## src/rtl/transceiver_ctrl_pkg.sv

```systemverilog
// Shared types and constants for the serial transceiver controller.
// Imported by the top and the oversample divider.
package transceiver_ctrl_pkg;

  localparam int OVERSAMPLE = 16;
  localparam int DATA_W_DEF = 8;

  typedef enum logic [1:0] {
    IDLE,
    START,
    WAIT_BUSY,
    WAIT_DONE
  } tx_state_e;

endpackage

```

## src/rtl/transceiver_ctrl_sample_clk_gen.sv

```systemverilog
// Free-running divider producing the oversampling clock.
// High for the first SAMPLE_DIV/2 counts of every period.
module sample_clk_gen
  import transceiver_ctrl_pkg::*;
#(
  parameter int SAMPLE_DIV = 5
) (
  input  logic clk,
  input  logic reset,
  output logic sample_clk_o
);

  localparam int CW = $clog2(SAMPLE_DIV);
  localparam logic [CW-1:0] LAST = CW'(SAMPLE_DIV - 1);
  localparam logic [CW-1:0] HALF = CW'(SAMPLE_DIV / 2);

  logic [CW-1:0] count_q, count_d;
  logic          sclk_q;

  always_comb begin
    count_d = count_q + 1'b1;
    if (count_q == LAST) count_d = '0;
  end

  always_ff @(posedge clk or posedge reset) begin
    if (reset) begin
      count_q <= '0;
      sclk_q  <= 1'b0;
    end else begin
      count_q <= count_d;
      sclk_q  <= (count_q < HALF);
    end
  end

  assign sample_clk_o = sclk_q;

endmodule

```

## src/rtl/transceiver_ctrl.sv

```systemverilog
// Transceiver sequencer: round-robin TX arbitration and FSM,
// oversample clock, and a one-entry RX holding register.
module transceiver_ctrl
  import transceiver_ctrl_pkg::*;
#(
  parameter int SAMPLE_DIV = 5,
  parameter int DATA_W     = DATA_W_DEF
) (
  input  logic              clk,
  input  logic              reset,
  input  logic              req0,
  input  logic [DATA_W-1:0] data0,
  input  logic              req1,
  input  logic [DATA_W-1:0] data1,
  output logic              grant0,
  output logic              grant1,
  output logic [DATA_W-1:0] tx_data,
  output logic              tx_en,
  input  logic              tx_status,
  output logic              sample_clk,
  input  logic [DATA_W-1:0] rx_data,
  input  logic              rx_status,
  output logic [DATA_W-1:0] rd_data,
  output logic              rd_valid,
  input  logic              rd_ack,
  output logic              overrun
);

  tx_state_e         state_q, state_d;
  logic              prio_q, prio_d;
  logic              grant0_q, grant0_d;
  logic              grant1_q, grant1_d;
  logic              tx_en_q, tx_en_d;
  logic [DATA_W-1:0] tx_data_q, tx_data_d;
  logic              pick;

  logic              rxs_q;
  logic              rx_evt;
  logic [DATA_W-1:0] rd_data_q, rd_data_d;
  logic              rd_valid_q, rd_valid_d;
  logic              ovr_q, ovr_d;

  sample_clk_gen #(
    .SAMPLE_DIV(SAMPLE_DIV)
  ) u_sclk (
    .clk         (clk),
    .reset       (reset),
    .sample_clk_o(sample_clk)
  );

  // prio_q = 1 favours requester 1 when both request
  always_comb begin
    state_d   = state_q;
    prio_d    = prio_q;
    grant0_d  = 1'b0;
    grant1_d  = 1'b0;
    tx_en_d   = 1'b0;
    tx_data_d = tx_data_q;
    pick      = 1'b0;
    unique case (state_q)
      IDLE: begin
        if ((req0 || req1) && tx_status) begin
          pick      = (req0 && req1) ? prio_q : req1;
          grant0_d  = !pick;
          grant1_d  = pick;
          tx_data_d = pick ? data1 : data0;
          prio_d    = !pick;
          state_d   = START;
        end
      end
      START: begin
        tx_en_d = 1'b1;
        state_d = WAIT_BUSY;
      end
      WAIT_BUSY: if (!tx_status) state_d = WAIT_DONE;
      WAIT_DONE: if (tx_status) state_d = IDLE;
      default:   state_d = IDLE;
    endcase
  end

  assign rx_evt = rx_status && !rxs_q;

  always_comb begin
    rd_data_d  = rd_data_q;
    rd_valid_d = rd_valid_q;
    ovr_d      = ovr_q;
    if (rx_evt) begin
      if (!rd_valid_q || rd_ack) begin
        rd_data_d  = rx_data;
        rd_valid_d = 1'b1;
      end else begin
        ovr_d = 1'b1;
      end
    end else if (rd_ack && rd_valid_q) begin
      rd_valid_d = 1'b0;
      ovr_d      = 1'b0;
    end
  end

  always_ff @(posedge clk or posedge reset) begin
    if (reset) begin
      state_q    <= IDLE;
      prio_q     <= 1'b0;
      grant0_q   <= 1'b0;
      grant1_q   <= 1'b0;
      tx_en_q    <= 1'b0;
      tx_data_q  <= '0;
      rxs_q      <= 1'b0;
      rd_data_q  <= '0;
      rd_valid_q <= 1'b0;
      ovr_q      <= 1'b0;
    end else begin
      state_q    <= state_d;
      prio_q     <= prio_d;
      grant0_q   <= grant0_d;
      grant1_q   <= grant1_d;
      tx_en_q    <= tx_en_d;
      tx_data_q  <= tx_data_d;
      rxs_q      <= rx_status;
      rd_data_q  <= rd_data_d;
      rd_valid_q <= rd_valid_d;
      ovr_q      <= ovr_d;
    end
  end

  assign grant0   = grant0_q;
  assign grant1   = grant1_q;
  assign tx_en    = tx_en_q;
  assign tx_data  = tx_data_q;
  assign rd_data  = rd_data_q;
  assign rd_valid = rd_valid_q;
  assign overrun  = ovr_q;

endmodule

```

## config.mk

```make
export PLATFORM = sky130hd
export DESIGN_NAME = transceiver_ctrl
export DESIGN_NICKNAME = d
export VERILOG_FILES = /design/src/rtl/transceiver_ctrl_pkg.sv /design/src/rtl/transceiver_ctrl_sample_clk_gen.sv /design/src/rtl/transceiver_ctrl.sv
export SDC_FILE = /design/constraint.sdc
export NUM_CORES = 1
export LEC_CHECK = 0
export ABC_AREA = 0
export CORE_MARGIN = 2
export CORE_UTILIZATION = 45
export CTS_CLUSTER_DIAMETER = 60
export CTS_CLUSTER_SIZE = 14
export DETAILED_ROUTE_END_ITERATION = 7
export GPL_TIMING_DRIVEN = 0
export HOLD_SLACK_MARGIN = 0.08
export PLACE_DENSITY = 0.93
export SLEW_MARGIN = 15
export SYNTH_ARGS = -nofsm -noshare
export SYNTH_HDL_FRONTEND = slang
export SYNTH_HIERARCHICAL = 1
export SYNTH_SLANG_ARGS = --single-unit
```

## constraint.sdc

```tcl
create_clock -name clk -period 3.1 [get_ports clk]
set_input_delay 0.465 -clock clk [delete_from_list [all_inputs] [get_ports clk]]
set_output_delay 0.465 -clock clk [all_outputs]
set_load 0.1 [all_outputs]
```

After elaboration in Yosys (flattened, before gate mapping) --
Cells that the tools add are included.
Operators by class: add/sub/neg operators 1, $lt $le $gt $ge 1, eq/ne operators 9, multiplexer cells 17, reductions and logical operators 16
Operator list (number):
- $mux 1 | 11
- $mux 8 | 1
- $ne 2x2->1 const B | 4
- $pmux 2 s4 | 1
- $reduce_and 2->1 | 4
- $mux 2 | 3
- $eq 2x2->1 const B | 2
- $logic_and 1x1->1 | 4
- $add 3x1->3 const B | 1
- $eq 3x3->1 const B | 1
- $logic_not 1->1 | 3
- $lt 3x2->1 const B | 1
- $mux 3 | 1
- $reduce_and 3->1 | 1
- $eq 2x1->1 const B | 1
- $logic_not 2->1 | 1
- $logic_or 1x1->1 | 2
- $ne 2x1->1 const B | 1
- $reduce_bool 2->1 | 1
Word-level totals: register bits after elaboration 29, bits of input ports 31, output and inout port bits 22, logic and storage cells 56

Depth between registers and ports, before layout --
Gate-level depths: netlist of run 1.
depth after elaboration 5, gate-level depth with buffers 6

By module --
The synthesis of run 1 kept the hierarchy.
Modules (own cells, without submodules):
- transceiver_ctrl | instances 1, cells each 102, area an instance 1108.6 um2, sequential area each 625.6 um2
- sample_clk_gen | instances 1, cells each 14, area an instance 168.9 um2, sequential area each 100.1 um2

Least setup slack after synthesis of run 1 --
OpenSTA, ideal clock, no wires.
kind register to register, start reg rd_valid_q, in the netlist rd_valid, end reg rd_data_q[0], in the netlist rd_data[0], setup time 125 ps, arrival 1629 ps, data required time 2975 ps, path slack 1346 ps, stages on the path, launching flop included 4, buffers on the path 0, path through dfrtp_1 nor2b_1 nor2_4 mux2_2
Between the ends: cells in the longest elaborated chain, start to end 3
RTL lines:
- from (decl) | line transceiver_ctrl.sv:40 | logic rd_valid_q, rd_valid_d;
- from (signal assigned) | line transceiver_ctrl.sv:121 | rd_valid_q <= rd_valid_d;
- $logic_not 1->1 | line transceiver_ctrl.sv:88 | if (!rd_valid_q || rd_ack) begin
- $logic_or 1x1->1 | line transceiver_ctrl.sv:88
- $reduce_and 2->1 (no line)
- to (signal assigned) | line transceiver_ctrl.sv:120 | rd_data_q <= rd_data_d;
- to (decl) | line transceiver_ctrl.sv:39 | logic [DATA_W-1:0] rd_data_q, rd_data_d;
Every way passes these cells. A chain may end at the register's enable or synchronous reset.

Worst setup path in the final report of run 1 --
start reg tx_data_q[0], in the netlist tx_data[0], end out tx_data[0]
RTL lines:
- from (decl) | line transceiver_ctrl.sv:34 | logic [DATA_W-1:0] tx_data_q, tx_data_d;
- from (signal assigned) | line transceiver_ctrl.sv:118 | tx_data_q <= tx_data_d;
- to (decl) | line transceiver_ctrl.sv:17 | output logic [DATA_W-1:0] tx_data,
No word-level cell between the ends.

==> results of run 1 <==
-- logic make-up (layout without fill, tap and decap cells) --
logic type,after synthesis,after routing,synth area share (%)
AOI/OAI and AO/OA,34,34,15.28
adders and majority gates,6,6,5.876
buffers and inverters,13,73,3.917
DFF,29,29,56.81
muxes,10,10,8.717
and+or+nand+nor,24,24,9.402
-- area by class of cell --
| type | instances | area, µm² |
|---|---|---|
| buffer | 4 | 16.27 |
| clock buffer | 5 | 37.54 |
| clock inverter | 3 | 17.52 |
| fill | 232 | 842.1 |
| inverter | 9 | 33.78 |
| multi-input combinational | 74 | 501.7 |
| sequential | 29 | 725.7 |
| tap | 31 | 38.79 |
| timing repair buffer | 52 | 520.5 |
-- how the worst max path moves through the flow --
| stage | end | slack [ps] | cells after the start | start |
|---|---|---|---|---|
| after floorplan | rd_data[0]$_DFFE_PP0P_ | 1350 | 3 | rd_valid$_DFFE_PP0P_ |
| after global placement | state_q[1]$_DFFE_PP0P_ | 1130 | 4 | req0 |
| after detailed placement | state_q[1]$_DFFE_PP0P_ | 1140 | 4 | req0 |
| after CTS | tx_data[0] | 780 | 1 | tx_data[0]$_DFFE_PP0P_ |
| after global routing | overrun | 740 | 1 | overrun$_DFFE_PP0P_ |
| final | tx_data[0] | 800 | 1 | tx_data[0]$_DFFE_PP0P_ |
-- power by group through the flow --
stage,registers (mW),clock network [mW],logic [mW]
global route,0.560,0.242,1.16
global placement,0.546,0,1.09
detailed placement,0.553,0,1.12
CTS,0.546,0.228,1.12
finish,0.545,0.219,1.11
floorplan,1.17,0,0.214
-- metal layers --
| layer | share of wire (%) | track usage (%) | wire length, µm |
|---|---|---|---|
| met5 | 0 | 0 | 0 |
| met4 | 3.2 | 12.29 | 95 |
| met3 | 6.9 | 4.535 | 205 |
| met2 | 54 | 36.62 | 1613 |
| met1 | 36 | 20.12 | 1060 |
-- cells in the final DEF, fill, tap and decap left out --
| cell | n |
|---|---|
| dfrtp_1 | 29 |
| a21boi_0 | 1 |
| o211ai_1 | 1 |
| nor2_4 | 1 |
| buf_1 | 2 |
| a31oi_1 | 9 |
| or3b_1 | 1 |
| buf_2 | 1 |
| clkdlybuf4s50_1 | 52 |
| o211a_1 | 1 |
| mux2i_1 | 1 |
| inv_1 | 9 |
| nand2b_1 | 4 |
| clkbuf_1 | 1 |
| clkbuf_4 | 5 |
| mux2_2 | 8 |
| clkinvlp_4 | 1 |
| o221ai_1 | 1 |
| nand2_1 | 2 |
| mux2_1 | 1 |
| nor2_1 | 12 |
| clkinv_2 | 2 |
| o21ai_0 | 10 |
| nor3_1 | 2 |
| nor2b_1 | 2 |
| ha_1 | 6 |
| a21oi_1 | 11 |
-- flip-flops by register name (all words and copies together) (netlist names), 2 cells and up --
name / count
rd_data: 8
tx_data: 8
u_sclk/count_q: 3
state_q: 2
-- per-stage QoR --
step | area, µm² | hold slack, ps | setup slack, ps
4_1_cts | 1892 | 337.1 | 784.7
6_report | 1892 | 349.7 | 802.9
3_5_place_dp | 1837 | 461.8 | 1141
2_1_floorplan | 1277 | 231.1 | 1346
3_3_place_gp | 1837 | 439.1 | 1133
5_1_grt | 1892 | 362.0 | 738.8
==> impl_metrics.env, run 1 <==
export IMPL_ios=53
export IMPL_setup_violations=0
export IMPL_yosysWarnings=6
export IMPL_setup_tns_ps=0
export IMPL_die_y_um=57.28
export IMPL_num_vias=1096
export IMPL_synth_common_cells="29 x dfrtp_1, 12 x nor2_1, 11 x a21oi_1"
export IMPL_areaGrowthSynthToFinish_pct=48.09
export IMPL_cts_buffers=5
export IMPL_wl_per_cell_um=14.37
export IMPL_p_int_uw=852.6
export IMPL_start_util_pct=46.73
export IMPL_synthDistinctLibCells=23
export IMPL_instances_no_fill=207
export IMPL_drv_cap=0
export IMPL_dieArea_mm2=0.003281
export IMPL_crit_type="register to output pin"
export IMPL_drt_first_pass_iters=4
export IMPL_grt_usage_pct=19.90
export IMPL_skew_ps=4.174
export IMPL_pwr_share_seq_pct=29.0
export IMPL_rows=19
export IMPL_r2r_start="state_q[0]$_DFFE_PP0P_"
export IMPL_post_route_drc_count=0
export IMPL_portBuffers=52
export IMPL_p_leak_nw=0.8133
export IMPL_crit_chain="clkdlybuf4s50_1"
export IMPL_utilization_pct=69.20
export IMPL_crit_fanout=2
export IMPL_syn_num_nets=153
export IMPL_tightestPinTransition_ps=983.7
export IMPL_cts_root_buf="clkbuf_4"
export IMPL_syn_area_mm2=0.001277
export IMPL_globalRouteOverflowTotal=0
export IMPL_reg2reg_slack_ps=1340
export IMPL_hp_class="input port to async pin"
export IMPL_power_per_cell_area_mw_per_mm2=992.2
export IMPL_worstSetupStartpointType="register"
export IMPL_hold_violations=0
export IMPL_r2r_end="state_q[1]$_DFFE_PP0P_"
export IMPL_rsz0062_at_grt="no"
export IMPL_layout_drive_gt1_share_pct=10.23
export IMPL_antenna_found_initial=0
export IMPL_htreeDepth=2
export IMPL_detail_route_antenna_nets=0
export IMPL_nets=212
export IMPL_path_clk_slew_ps=90
export IMPL_critPathArrivalTime_ps=1830
export IMPL_required_ps=2630
export IMPL_clkLatencyLatePin_ps=320
export IMPL_synth_edff_count=0
export IMPL_hold_buffers=0
export IMPL_yosys_most_used_dff="dfrtp_1"
export IMPL_clock_path_buffers=2
export IMPL_cts_sinks=29
export IMPL_reg2regPathDepth=5
export IMPL_yosysMostFrequentCell="dfrtp_1"
export IMPL_netlist_top_cells_area="dfrtp_1 57%, mux2_2 7.1%, ha_1 5.9%, a31oi_1 4.4%, a21oi_1 4.3%"
export IMPL_slowest_stage="clkdlybuf4s50_1"
export IMPL_synth_seq_cells=29
export IMPL_dpl_hpwl_um=2272
export IMPL_power_switching_mw=1.025
export IMPL_routed_wl_um=2975
export IMPL_yosysTopAreaCell="dfrtp_1"
export IMPL_setup_worst_path_end_class="output pin"
export IMPL_synth_top_area_share_pct=56.81
export IMPL_cpLargestDelayFamily="buffers and inverters"
export IMPL_pwr_share_comb_pct=59.3
export IMPL_drt_iter0_markers=19
export IMPL_place_gp_congestion=0.7917
export IMPL_postCtsSetupBuffers=0
export IMPL_cpPeakStageDelay_ps=1140
export IMPL_fmax_mhz=435.3
export IMPL_period_share_pct=74.10
export IMPL_power_mw=1.877
export IMPL_vdd_ir_drop_max_mv=0.8816
export IMPL_slew_headroom_pct=34.21
export IMPL_grt_pass1_vias=1170
export IMPL_dp_cells=199
export IMPL_core_mm2=0.002734
export IMPL_synthCells=116
export IMPL_drv_slew=0
export IMPL_path_buf_inv=1
export IMPL_status="completed"
export IMPL_die_x_um=57.28
export IMPL_vias_per_cell=5.295
export IMPL_async_flop_share_pct=100.0
export IMPL_synth_avg_cell_area_um2=11.01
export IMPL_grt_max_degree=26
export IMPL_grt_pass1_wl_um=4940
export IMPL_clock_power_share_pct=11.7
export IMPL_min_period_ps=2297
export IMPL_diodes=0
export IMPL_ys_seq_area_share_pct=56.81
export IMPL_cts_resized=0
export IMPL_cts_tree="yes"
export IMPL_switching_share_pct=54.58
Note: power is estimated with default switching activity, not from simulation.
==> run 2, diff against run 1 <==
--- a/config.mk
+++ b/config.mk
@@ -7,13 +7,13 @@
 export LEC_CHECK = 0
 export ABC_AREA = 0
 export CORE_MARGIN = 2
-export CORE_UTILIZATION = 45
+export CORE_UTILIZATION = 42
 export CTS_CLUSTER_DIAMETER = 60
 export CTS_CLUSTER_SIZE = 14
 export DETAILED_ROUTE_END_ITERATION = 7
 export GPL_TIMING_DRIVEN = 0
 export HOLD_SLACK_MARGIN = 0.08
-export PLACE_DENSITY = 0.93
+export PLACE_DENSITY = 0.88
 export SLEW_MARGIN = 15
 export SYNTH_ARGS = -nofsm -noshare
 export SYNTH_HDL_FRONTEND = slang
==> constraint.sdc (replaced) <==
create_clock -name clk -period 2.4 [get_ports clk]
set_input_delay 0.36 -clock clk [delete_from_list [all_inputs] [get_ports clk]]
set_output_delay 0.36 -clock clk [all_outputs]
set_load 0.1 [all_outputs]
==> run 2 against run 1 <==
  * Global-route usage grew 0.30 points
  * Largest cell class unchanged
  * Cell count increased by 0.97%
  * Sequential share of layout area barely moved
  * Die area rose by 6.6%
  * Clock skew rose by 4.5 ps
  * Non-clock buffer count stayed put
  * Flip-flop and latch count did not move
==> impl_metrics.env, run 2 (synthesized netlist as in run 1, its figures left out) <==
export IMPL_switching_share_pct=54.42
export IMPL_cts_tree="yes"
export IMPL_cts_buffers=5
export IMPL_portBuffers=52
export IMPL_start_util_pct=42.90
export IMPL_required_ps=2040
export IMPL_min_period_ps=2197
export IMPL_drv_cap=0
export IMPL_final_cell_mix="52 x clkdlybuf4s50_1, 29 x dfrtp_1, 12 x nor2_1, 11 x a21oi_1, 10 x o21ai_0"
export IMPL_drv_slew=0
export IMPL_slowest_stage="clkdlybuf4s50_1"
export IMPL_nets=212
export IMPL_vdd_ir_drop_max_mv=0.7427
export IMPL_drt_iter0_markers=38
export IMPL_dpl_hpwl_um=2356
export IMPL_die_x_um=59.15
export IMPL_critPathArrivalTime_ps=1840
export IMPL_routed_wl_um=3076
export IMPL_status="completed"
export IMPL_post_route_drc_count=0
export IMPL_clock_path_buffers=2
export IMPL_hp_class="input port to async pin"
export IMPL_ios=53
export IMPL_power_switching_mw=1.318
export IMPL_utilization_pct=63.49
export IMPL_setup_violations=0
export IMPL_slew_headroom_pct=33.10
export IMPL_final_area_mm2=0.001891
export IMPL_met3_usage_pct=5.459
export IMPL_rsz0062_at_grt="no"
export IMPL_met1_usage_pct=22.73
export IMPL_cts_sinks=29
export IMPL_grtUsageMet2_pct=35.40
export IMPL_place_gp_congestion=0.8040
export IMPL_globalRouteOverflowTotal=0
export IMPL_grt_usage_pct=20.20
export IMPL_top_usage_layer="met2"
export IMPL_worstSetupStartpointType="register"
export IMPL_grt_pass1_wl_um=5195
export IMPL_timing_hold_ws_ps=246.6
export IMPL_setup_tns_ps=0
export IMPL_wl_per_cell_um=14.72
export IMPL_power_per_cell_area_mw_per_mm2=1281
export IMPL_antenna_found_initial=0
export IMPL_p_leak_nw=0.8144
export IMPL_detail_route_antenna_nets=0
export IMPL_core_mm2=0.002978
export IMPL_path_buf_inv=1
export IMPL_fmax_mhz=455.1
export IMPL_instances_no_fill=209
export IMPL_skew_ps=8.717
export IMPL_crit_type="register to output pin"
export IMPL_cpPeakStageDelay_ps=1140
export IMPL_place_area_mm2=0.001839
export IMPL_crit_fanout=3
export IMPL_n_fill_cell=232
export IMPL_clock_power_share_pct=11.1
export IMPL_dp_cells=201
export IMPL_hold_buffers=0
export IMPL_period_share_pct=91.55
export IMPL_htreeDepth=2
export IMPL_path_clk_slew_ps=80
export IMPL_vias_per_cell=5.306
export IMPL_die_y_um=59.15
export IMPL_cts_root_buf="clkbuf_4"
export IMPL_dieArea_mm2=0.003499
export IMPL_areaGrowthSynthToFinish_pct=47.99
export IMPL_layout_drive_gt1_share_pct=9.659
export IMPL_postCtsSetupBuffers=0
export IMPL_num_vias=1109
export IMPL_pwr_share_comb_pct=59.7
export IMPL_setup_worst_path_end_class="output pin"
export IMPL_cpLargestDelayFamily="buffers and inverters"
export IMPL_tightestPinTransition_ps=1000
export IMPL_crit_chain="clkdlybuf4s50_1"
export IMPL_diodes=0
export IMPL_pwr_share_seq_pct=29.2
export IMPL_hold_violations=0
export IMPL_drt_first_pass_iters=4
export IMPL_clkLatencyLatePin_ps=320
export IMPL_p_int_mw=1.104
export IMPL_cts_resized=0
export IMPL_grt_pass1_vias=1160
export IMPL_rows=20
export IMPL_layout_commonest_cell="clkdlybuf4s50_1"
export IMPL_grt_max_degree=26
## run 2: cell count changes in the layout (fill, tap and decap cells not counted)
| cell | before | now |
|---|---|---|
| clkbuf_1 | 1 | 2 |
| clkinvlp_4 | 1 | 0 |
## run 2: layout make-up
type	count	area, µm²	share of cell area [%]
buffer	4	16.27	0.8604
clock buffer	6	41.29	2.184
clock inverter	2	10.01	0.5295
inverter	9	33.78	1.787
multi-input combinational	74	501.7	26.54
sequential	29	725.7	38.39
tap	33	41.29	2.184
timing repair buffer	52	520.5	27.53
## run 2: power groups by stage
stage               clock (mW)  sequential (mW)  combinational, mW
global route             0.302            0.727               1.51
floorplan                    0             1.51              0.276
finish                   0.269            0.706               1.45
detailed placement           0            0.714               1.45
CTS                      0.278            0.705               1.45
global placement             0            0.704               1.41
## run 2: metrics by stage
| stage | setup slack, ps | power [mW] |
|---|---|---|
| final | 202.7 | 2.422 |
| after detailed placement | 527.5 | 2.160 |
| after global routing | 148.2 | 2.539 |
| after floorplan | 645.7 | 1.788 |
| after global placement | 543.2 | 2.117 |
| after CTS | 185.9 | 2.434 |
## run 2: layer usage
metal	part of all wire (%)	routed length, µm
met4	2.0	61
met1	41	1267
met5	0	0
met3	6.4	196
met2	50	1550
## run 2: worst paths after layout
path / endpoint / slack (ps) / cells after the start / startpoint
min in group clk: u_sclk/count_q[0]$_DFF_PP0_ / 460 / 1 / u_sclk/count_q[0]$_DFF_PP0_
worst min register to register: u_sclk/count_q[0]$_DFF_PP0_ / 460 / 1 / u_sclk/count_q[0]$_DFF_PP0_
worst max-delay path: overrun / 200 / 1 / overrun$_DFFE_PP0P_
max in group asynchronous: rd_valid$_DFFE_PP0P_ / 1250 / 2 / reset
worst min-delay path: u_sclk/count_q[1]$_DFF_PP0_ / 250 / 2 / reset
worst max register to register: state_q[1]$_DFFE_PP0P_ / 600 / 5 / state_q[0]$_DFFE_PP0P_
==> run 3, diff against run 2 <==
--- a/config.mk
+++ b/config.mk
@@ -8,12 +8,12 @@
 export ABC_AREA = 0
 export CORE_MARGIN = 2
 export CORE_UTILIZATION = 42
-export CTS_CLUSTER_DIAMETER = 60
 export CTS_CLUSTER_SIZE = 14
 export DETAILED_ROUTE_END_ITERATION = 7
 export GPL_TIMING_DRIVEN = 0
 export HOLD_SLACK_MARGIN = 0.08
 export PLACE_DENSITY = 0.88
+export RECOVER_POWER = 100
 export SLEW_MARGIN = 15
 export SYNTH_ARGS = -nofsm -noshare
 export SYNTH_HDL_FRONTEND = slang
==> run 3 against run 2 <==
  * Sequential share of layout area is 0.18 points higher
  * Worst hold slack better by 130 ps
  * Via count hardly changed
  * Clock-buffer cell count stayed put
  * Clock power hardly changed
  * Combinational power is 3% lower
  * Non-clock buffer count stayed put
  * Design area is 0.46% lower
  * Global-route usage stayed put
  * Utilization is 0.29 points lower
==> impl_metrics.env, run 3 (synthesized netlist as in run 1, its figures left out) <==
export IMPL_grt_pass1_vias=1160
export IMPL_cts_buffers=5
export IMPL_path_buf_inv=1
export IMPL_slowest_stage="dlygate4sd3_1"
export IMPL_reg2regPathDepth=5
export IMPL_dpl_hpwl_um=2356
export IMPL_worst_slack_ps=139.6
export IMPL_die_x_um=59.15
export IMPL_fmax_mhz=442.4
export IMPL_drv_cap=0
export IMPL_cts_sinks=29
export IMPL_layout_drive_gt1_share_pct=8.523
export IMPL_status="completed"
export IMPL_slew_headroom_pct=32.72
export IMPL_start_util_pct=42.90
export IMPL_drt_first_pass_iters=4
export IMPL_drv_slew=0
export IMPL_cts_resized=0
export IMPL_dp_cells=201
export IMPL_power_mw=2.371
export IMPL_setup_violations=0
export IMPL_period_share_pct=94.18
export IMPL_min_period_ps=2260
export IMPL_setup_tns_ps=0
export IMPL_hold_buffers=0
export IMPL_p_leak_nw=0.8262
export IMPL_diodes=0
export IMPL_crit_type="register to output pin"
export IMPL_grt_usage_pct=20.20
export IMPL_crit_chain="dlygate4sd3_1"
export IMPL_portBuffers=52
export IMPL_die_y_um=59.15
export IMPL_place_area_mm2=0.001839
export IMPL_clkLatencyLatePin_ps=320
export IMPL_nets=212
export IMPL_hold_violations=0
export IMPL_wl_per_cell_um=14.60
export IMPL_critPathArrivalTime_ps=1900
export IMPL_grt_max_degree=26
export IMPL_routed_wl_um=3052
export IMPL_r2r_start="state_q[0]$_DFFE_PP0P_"
export IMPL_detail_route_antenna_nets=0
export IMPL_crit_fanout=3
export IMPL_dieArea_mm2=0.003499
export IMPL_path_clk_slew_ps=80
export IMPL_place_gp_congestion=0.8040
export IMPL_final_cell_mix="29 x dfrtp_1, 26 x clkdlybuf4s50_1, 26 x dlygate4sd3_1, 13 x nor2_1, 11 x a21oi_1"
export IMPL_skew_ps=8.596
export IMPL_power_per_cell_area_mw_per_mm2=1260
export IMPL_layout_commonest_cell="dfrtp_1"
export IMPL_cpLargestDelayFamily="buffers and inverters"
export IMPL_postCtsSetupBuffers=0
export IMPL_reg2reg_slack_ps=600
export IMPL_rows=20
export IMPL_worstSetupStartpointType="register"
export IMPL_ios=53
export IMPL_clock_path_buffers=2
export IMPL_drt_iter0_markers=37
export IMPL_num_vias=1108
export IMPL_rsz0062_at_grt="no"
export IMPL_timing_hold_ws_ps=379.8
export IMPL_antenna_found_initial=0
export IMPL_tightestPinTransition_ps=1006
export IMPL_areaGrowthSynthToFinish_pct=47.31
export IMPL_pre_cts_ws_ps=527.5
export IMPL_grt_pass1_wl_um=5195
export IMPL_required_ps=2040
export IMPL_cts_root_buf="clkbuf_4"
export IMPL_post_route_drc_count=0
export IMPL_instances_no_fill=209
export IMPL_r2r_end="state_q[1]$_DFFE_PP0P_"
export IMPL_vdd_ir_drop_max_mv=0.7187
export IMPL_cts_tree="yes"
export IMPL_cpPeakStageDelay_ps=1210
export IMPL_globalRouteOverflowTotal=0
export IMPL_hp_class="input port to async pin"
export IMPL_htreeDepth=2
export IMPL_setup_worst_path_end_class="output pin"
export IMPL_utilization_pct=63.19
export IMPL_core_mm2=0.002978
export IMPL_final_area_mm2=0.001882
export IMPL_vias_per_cell=5.301
==> run 3: changes by cell type in the layout (fill, tap and decap cells not counted), sizes merged <==
cell,change
dlygate4sd3,+26
buf,-1
clkbuf,+1
clkdlybuf4s50,-26
==> run 3: per-layer routing <==
metal,global-route usage [%],wire (µm)
met1,22.73,1280
met2,35.40,1537
met3,5.459,172
met4,9.416,61
met5,0,0
==> run 3: final cells by class <==
class / instances / area (µm²)
buffer: 4 / 15.01
clock buffer: 6 / 41.29
clock inverter: 2 / 10.01
fill: 235 / 1096
inverter: 9 / 33.78
multi-input combinational: 74 / 494.2
sequential: 29 / 725.7
tap: 33 / 41.29
timing repair buffer: 52 / 520.5
==> run 3: worst max-delay path by stage <==
stage | depth (start not counted) | startpoint | slack, ps | endpoint
after floorplan | 3 | rd_valid$_DFFE_PP0P_ | 650 | rd_data[0]$_DFFE_PP0P_
after global placement | 4 | req0 | 540 | state_q[1]$_DFFE_PP0P_
after detailed placement | 4 | req1 | 530 | state_q[1]$_DFFE_PP0P_
after CTS | 1 | rd_data[1]$_DFFE_PP0P_ | 190 | rd_data[1]
after global routing | 1 | tx_data[0]$_DFFE_PP0P_ | 80 | tx_data[0]
final | 1 | overrun$_DFFE_PP0P_ | 140 | overrun
==> run 3: report_power, final <==
group / leakage, nW / internal, mW / switching (mW)
sequential: 0.346 / 0.625 / 0.0759
clock: 0.0320 / 0.111 / 0.157
combinational: 0.448 / 0.324 / 1.08
